**config.mk**
```make
export PLATFORM = sky130hd
export DESIGN_NAME = padded_pixel_feeder
export DESIGN_NICKNAME = d
export VERILOG_FILES = /design/src/rtl/padded_pixel_feeder.sv
export SDC_FILE = /design/constraint.sdc
export NUM_CORES = 1
export LEC_CHECK = 0
export CAP_MARGIN = 20
export CORE_UTILIZATION = 50
export DETAILED_ROUTE_END_ITERATION = 10
export PLACE_DENSITY = 0.77
export REMOVE_ABC_BUFFERS = 1
export SYNTH_ARGS = -nofsm -noshare
export SYNTH_HDL_FRONTEND = slang
export SYNTH_SLANG_ARGS = --single-unit
```
**constraint.sdc**
```tcl
create_clock -name clk -period 5.8 [get_ports clk]
set_input_delay 0.87 -clock clk [delete_from_list [all_inputs] [get_ports clk]]
set_output_delay 0.87 -clock clk [all_outputs]
set_load 0.1 [all_outputs]
```
**src/rtl/padded_pixel_feeder.sv**
```systemverilog
// padded_pixel_feeder
//   Streams one zero-padded IMG x IMG feature map, as a (IMG+2) x (IMG+2)
//   raster, into a downstream 3x3 window line buffer. Interior pixels are
//   fetched from a memory with 1-cycle read latency. Border pixels are
//   synthesized as zeros. One padded position is issued per cycle, with no
//   stalls.
//
// Ports
//   clk        single clock, rising edge
//   rst        asynchronous active-low reset
//   start      one-cycle frame request (ignored while busy)
//   busy       frame in progress
//   done       one-cycle pulse in the cycle of the last win_valid
//   rd_en      memory read strobe (interior positions only)
//   rd_addr    row-major read address (holds on border positions)
//   rd_data    memory data, valid 1 cycle after rd_en
//   D          padded pixel stream
//   d_valid    D carries a frame pixel
//   win_valid  line buffer window outputs hold a legal 3x3 window
//
// state  | meaning
// IDLE   | waiting for start
// STREAM | issuing padded positions (0,0)..(P-1,P-1), one per cycle
// FLUSH  | draining the data/window pipeline; done on the last cycle
module padded_pixel_feeder #(
  parameter int DW  = 9,
  parameter int IMG = 224,
  parameter int AW  = 16
) (
  input  logic          clk,
  input  logic          rst,
  input  logic          start,
  output logic          busy,
  output logic          done,
  output logic          rd_en,
  output logic [AW-1:0] rd_addr,
  input  logic [DW-1:0] rd_data,
  output logic [DW-1:0] D,
  output logic          d_valid,
  output logic          win_valid
);

  localparam int P  = IMG + 2;
  localparam int CW = $clog2(P);
  localparam logic [CW-1:0] LAST = CW'(P - 1);
  localparam logic [CW-1:0] TWO  = CW'(2);

  typedef enum logic [1:0] {IDLE, STREAM, FLUSH} state_t;

  state_t        state, state_nxt;
  logic [CW-1:0] pr, pc;
  logic [AW-1:0] addr_cnt, addr_last;
  logic [1:0]    flush_cnt;
  logic          dv_q, int_q;
  logic          w1, w2, w3;

  logic issue, interior, last_pos, win_src;

  assign issue    = (state == STREAM);
  assign interior = issue && (pr != '0) && (pr != LAST) && (pc != '0) && (pc != LAST);
  assign last_pos = (pr == LAST) && (pc == LAST);
  // A pixel at (pr>=2, pc>=2) completes a window that lies wholly inside
  // the padded frame, so row-wrap windows are never flagged.
  assign win_src  = issue && (pr >= TWO) && (pc >= TWO);

  always_comb begin
    state_nxt = state;
    done      = 1'b0;
    case (state)
      IDLE:   if (start) state_nxt = STREAM;
      STREAM: if (last_pos) state_nxt = FLUSH;
      FLUSH: begin
        // Three flush cycles cover the data stage plus the two window stages.
        if (flush_cnt == 2'd2) begin
          done      = 1'b1;
          state_nxt = IDLE;
        end
      end
      default: state_nxt = IDLE;
    endcase
  end

  always_ff @(posedge clk or negedge rst) begin
    if (!rst) begin
      state     <= IDLE;
      pr        <= '0;
      pc        <= '0;
      addr_cnt  <= '0;
      addr_last <= '0;
      flush_cnt <= '0;
      dv_q      <= 1'b0;
      int_q     <= 1'b0;
      w1        <= 1'b0;
      w2        <= 1'b0;
      w3        <= 1'b0;
    end else begin
      state <= state_nxt;

      if (state == IDLE && start) begin
        pr       <= '0;
        pc       <= '0;
        addr_cnt <= '0;
      end else if (issue) begin
        if (pc == LAST) begin
          pc <= '0;
          pr <= pr + CW'(1);
        end else begin
          pc <= pc + CW'(1);
        end
      end

      // Running address avoids a (pr-1)*IMG multiplier.
      if (interior) begin
        addr_cnt  <= addr_cnt + AW'(1);
        addr_last <= addr_cnt;
      end

      flush_cnt <= (state == FLUSH) ? flush_cnt + 2'd1 : 2'd0;

      dv_q  <= issue;
      int_q <= interior;
      w1    <= win_src;
      w2    <= w1;
      w3    <= w2;
    end
  end

  assign busy      = (state != IDLE);
  assign rd_en     = interior;
  assign rd_addr   = interior ? addr_cnt : addr_last;
  // rd_data is only trusted in the cycle after an interior issue. After a
  // reset int_q is clear, so late read data is discarded.
  assign D         = (dv_q && int_q) ? rd_data : '0;
  assign d_valid   = dv_q;
  assign win_valid = w3;

endmodule

```
==> reports/summary.txt <==
Outcome = finished clean
Reg clk slew, reported paths = 70 ps
Gpl congestion = 0.8358
Post-Syn Instances = 285
Final hold viol count = 0
TritonCTS clock tree = done
DR vias = 2135
Total gr overflow = 0
Per-cell routed wire length = 12.99 um
DR iter-0 viols = 89
Syn avg cell area = 9.571 um^2
Final setup TNS = 0 ps
DRT Pass-1 Iters = 4
Fmax = 0.2043 GHz
CP arrival = 4020 ps
P_leak = 1.544 nW
Die Wd = 75.86 um
Slew Limit Fails = 0
Share of the yosys chip area belonging to registers = 52.29%
DP Area = 3188 um^2
Post-synth EDFFs = 0
Worst vdd ir = 0.4196 mV
Slew HR = 33.74%
Root Buffer = clkbuf_8
Worst Clk Skew = 10.53 ps
PostCTS Resize Cnt = 0
HP Class = register to register
Die area = 5755 um^2
Asr flop ratio synth = 100.0%
Fin area = 3395 um^2
Synth Register Bits = 57
Area Overhead vs Synth = 24.45%
Vias in the first global route = 1894
HPWL after DPL = 3.638 mm
Power per cell area = 548.8 nW/um^2
CP Capture Type = primary output
Row count = 26
Largest net degree at the start of global routing = 58
Core area = 5172 um^2
Post-synth top area share = 52.29%
Required time of the critical path = 4930 ps
Unrepaired setup endpoints after global routing = false
Clk buf depth = 2
Distinct cell type count after synthesis = 41
Setup bufs post-CTS = 0
Mapped Area = 2728 um^2
CP max FO = 36
Worst-Margin Slew = 990.9 ps
Fin nets = 353
Post-layout min period = 4894 ps
Drc violations = 0
CP Class = register to primary output
CTS buffer count = 9
R2R Setup Slk = 2950 ps
Synth area leader = dfrtp_1
Hold buffers post-CTS = 0
Clk sinks = 57
Ports = 42
Die Height = 75.86 um
Top post-synthesis cells by area = dfrtp_1 52%, nand2_1 8.9%, ha_1 4.6%
DR vias/cell = 5.259
Fin crit share = 84.39%
Antenna diode count = 0
Number of H-tree levels = 3
Main flop type after synthesis = dfrtp_1
Final Setup Violations = 0
PortBufs = 41
CP startpoint kind = register
Routed WL = 5.275 mm
Global-route wire length before repair = 8.535 mm
Worst skew pair latency = 340 ps
Layout cells sized above 1 = 7.143%
Antenna violations before repair = 0
Post-route ant nets = 0
Max-Cap Viols = 0
Initial Util = 52.73%
YS warnings = 0
GRT Resource Usage Total = 20.52%
-- metrics by stage --
stage	hold slack, ps	std cells	setup WS [ps]	util (%)	power (mW)
final	351.9	406	905.6	65.63	1.863
after global routing	354.8	406	688.2	65.63	1.963
after CTS	348.0	406	879.6	65.63	1.877
after detailed placement	334.7	390	1256	61.64	1.492
after global placement	331.5	390	1359	61.64	1.475
after floorplan	331.2	278	1211	-	1.292
-- report_power, final --
| group | internal, mW | switching [mW] | total [mW] |
|---|---|---|---|
| sequential | 0.525 | 0.116 | 0.641 |
| clock | 0.222 | 0.156 | 0.378 |
| combinational | 0.212 | 0.632 | 0.844 |
-- worst paths after layout --
check                      start             to  cells past startpoint
max reg2reg                pc[1]    addr_cnt[8]                      8
min                           w1             w2                      0
min reg2reg                   w1             w2                      0
max in group asynchronous    rst  addr_last[15]                      2
min in group asynchronous    rst      win_valid                      2
max                        pr[1]     rd_addr[1]                      9
-- routing by layer --
layer	GRT usage, %	routed length (um)	vias up
li1	-	-	1080
met1	24.85	2472	1010
met2	33.43	2536	37
met3	8.069	174	8
met4	6.996	92	0
met5	0	0	-
-- synth_stat cells (2+ instances only) --
cell	instances
ha_1	10
nand3_1	9
dfrtp_1	57
nor3_1	5
nand2_1	65
mux2i_1	7
nand4_1	12
a31oi_1	8
buf_2	5
o21ai_0	10
xor2_1	9
a21oi_1	8
nor4_1	2
nor2_1	24
and3_1	15
nand2b_1	3
inv_1	10
or3_1	2
xnor2_1	2
-- sequential cells by signal (all words and copies together), names as in the netlist, 2 cells and up --
name	flops
addr_last	16
flush_cnt	2
pc	8
pr	8
state	2
addr_cnt	16
-- cell families after synthesis --
logic type | share of synthesized area (%)
xor+xnor | 3.532
simple gates | 25.96
fa+ha+maj | 4.587
buf+inv | 3.303
flops | 52.29
mux | 2.569
compound gates | 7.753
-- worst max-delay path, cell delays in order (launching register included) --
cell	delay (ps)
dfrtp_1	450
inv_1	100
ha_1	180
and4_1	220
o21a_1	200
a211o_1	540
inv_2	570
nand2_1	140
nand2_1	120
clkdlybuf4s50_1	1160
-- cell usage in the layout, fill, tap and decap left out, types with 9 or more instances in the layout --
cell / count
nand3_1: 9
nand2_1: 65
clkbuf_8: 11
o21ai_0: 10
dfrtp_1: 57
inv_1: 10
nor2_1: 24
ha_1: 10
nand4_1: 12
xor2_1: 9
and3_1: 15
clkdlybuf4s50_1: 40
-- cell type report --
type                            count  area, um^2
Clock buffer                       12       155.1
Clock inverter                      4       51.30
Fill cell                         410        1778
Inverter                           12       50.05
Multi-Input combinational cell    209        1211
Sequential cell                    57        1426
Tap cell                           70       87.58
Timing Repair Buffer               42       412.9
Power figures use the tool's default switching activity.
==> RTL change (same settings) <==
`IMG`: 224 -> 448.
--- a/src/rtl/padded_pixel_feeder.sv
+++ b/src/rtl/padded_pixel_feeder.sv
@@ -24,7 +24,7 @@
 // FLUSH  | draining the data/window pipeline; done on the last cycle
 module padded_pixel_feeder #(
   parameter int DW  = 9,
-  parameter int IMG = 224,
+  parameter int IMG = 448,
   parameter int AW  = 16
 ) (
   input  logic          clk,
Behaviour: same outputs for any inputs over 10 cycles, from zero or initial values and one cycle with rst low; that may be too few to reach the edited logic, so the function may still have changed.
==> RTL change against the original RTL <==
- final cell count is 5.2% higher
- routed wire length is 9.6% higher
- die area is 5.6% higher
- worst setup slack better by 0.27 ns
- area after synthesis is 5.8% higher
- via count is 8.1% higher
- sequential cell count is 2 higher
- final area is 5.2% higher
- largest cell class unchanged
Power is not compared: it rests on default switching activity, and its combinational part moved more than twofold at a synthesized area within 25%.
==> RTL change: results (changes against the original RTL) <==
INFO  metric slew_headroom = 33.6% (-0.12 points)
INFO  metric post-dp-hpwl = 3890 um (+7.1%)
INFO  metric result_of_the_run = complete, no violations
INFO  metric synth-seq-area-share = 51.2% (-1.1 points)
INFO  metric synth.top_cells.by_area = sky130_fd_sc_hd__dfrtp_1 51%, sky130_fd_sc_hd__nand2_1 9.2%, sky130_fd_sc_hd__ha_1 4.3%
INFO  metric drt-initial-drc-count = 143 (+61%)
INFO  metric filler_cell_count = 456 (+11%)
INFO  metric synth_compound_gate_area_share = 6.33% (-1.4 points)
INFO  metric synth_xor_area_share = 3.34% (-0.19 points)
INFO  metric nets = 372 (+5.4%)
INFO  metric globalRouteTotalUtil = 21.8% (+1.3 points)
INFO  metric multiplexer_share_of_the_synthesized_area = 3.12% (+0.55 points)
INFO  metric critPathArrivalTime = 3.75 ns (-0.27 ns)
INFO  metric pin_count_of_the_biggest_net_entering_global_routing = 60 (+3.4%)
INFO  metric wl_met1 = 2600 um (+5.3%)
INFO  metric fin_skew = 0.00762 ns (-0.00291 ns)
INFO  metric clock_tree.buffer_depth = 2 (unchanged)
INFO  metric grt_pass1_vias = 2277 (+20%)
INFO  metric met3_length = 197 um (+13%)
INFO  metric grt_first_pass_wirelength = 10200 um (+20%)
INFO  metric synth_adder_area_share = 4.34% (-0.25 points)
INFO  metric routedWlPerCell = 13.5 um (+4.3%)
INFO  metric pre_cts_ws = 1.53 ns (+0.276 ns)
INFO  metric timing.rr.end = addr_cnt[5]
INFO  metric dr.pass1.iters = 5 (+1)
INFO  metric r2r_cells = 9 (+1)
INFO  metric post_synth_cell_types = 44 (+7.3%)
INFO  metric gpl_congestion = 0.832 (-0.50%)
INFO  metric reg2reg_slack = 3.12 ns (+0.17 ns)
INFO  metric routed_via_density = 5.40 (+2.7%)
INFO  metric layout-drive-gt1-share = 7.89% (+0.74 points)
RTL change: cell types whose count changed after synthesis, sizes merged, moves of 3 or more:
cell   change
nor2       -3
or4        +3
nor3       +3
a31oi      -7
nand2      +6
nand3     +10
RTL change: worst max path at each step:
| stage | startpoint | to | slack (ns) |
|---|---|---|---|
| 2_1_floorplan | pc[1] | rd_addr[6] | 1.08 |
| 3_3_place_gp | pr[1] | rd_addr[4] | 1.59 |
| 3_5_place_dp | pr[1] | rd_addr[0] | 1.53 |
| 4_1_cts | pr[0] | rd_addr[0] | 1.16 |
| 5_1_grt | pc[1] | rd_addr[4] | 0.94 |
| 6_report | pr[1] | rd_addr[0] | 1.18 |
RTL change: metrics by stage:
step / cells / hold WS, ns
floorplan: 296 / 0.331
global placement: 411 / 0.338
detailed placement: 411 / 0.339
CTS: 427 / 0.354
global route: 427 / 0.370
finish: 427 / 0.355
RTL change: final cells by class:
class                   instances  area (um2)  share of cell area [%]
clock buffers                  11         141                    3.96
flip-flops and latches         59        1480                    41.3
inverters                      13        48.8                    1.37
well taps                      72        90.1                    2.52
clock inverters                 5         100                    2.80
repair buffers                 43         418                    11.7
multi-input cells             224        1300                    36.3
RTL change: power breakdown:
group	total (mW)	internal [mW]	switching (mW)	leakage (nW)
registers	0.411	0.411	0	0.597
clock network	0.458	0.296	0.162	0.123
logic	0.0483	0.0134	0.0350	0.811
total	0.918	0.721	0.197	1.53
RTL change: layer usage:
metal	global-route usage [%]	vias to the layer above
met5	0	-
met2	36.3	50
li1	-	1144
met3	3.76	12
met1	26.5	1101
met4	13.0	0
RTL change: cells by family (layout without fill, tap and decap cells):
family                     Yosys count  in the layout
AOI/OAI and AO/OA                   29             29
xor gates and xnor gates            11             11
adders and majority gates           10             10
buffers and inverters               22             72
DFF                                 59             59
muxes                                9              9
and+or+nand+nor                    165            165
RTL change: worst register-to-register path, stage by stage, from the launching register on:
cell and delay, ns:
sky130_fd_sc_hd__dfrtp_1 0.44, sky130_fd_sc_hd__inv_1 0.10, sky130_fd_sc_hd__ha_1 0.13, sky130_fd_sc_hd__or4b_2 0.57, sky130_fd_sc_hd__a21oi_1 0.20, sky130_fd_sc_hd__a311o_1 0.14, sky130_fd_sc_hd__buf_4 0.34, sky130_fd_sc_hd__inv_2 0.29
sky130_fd_sc_hd__nand4_1 0.20, sky130_fd_sc_hd__mux2i_1 0.20
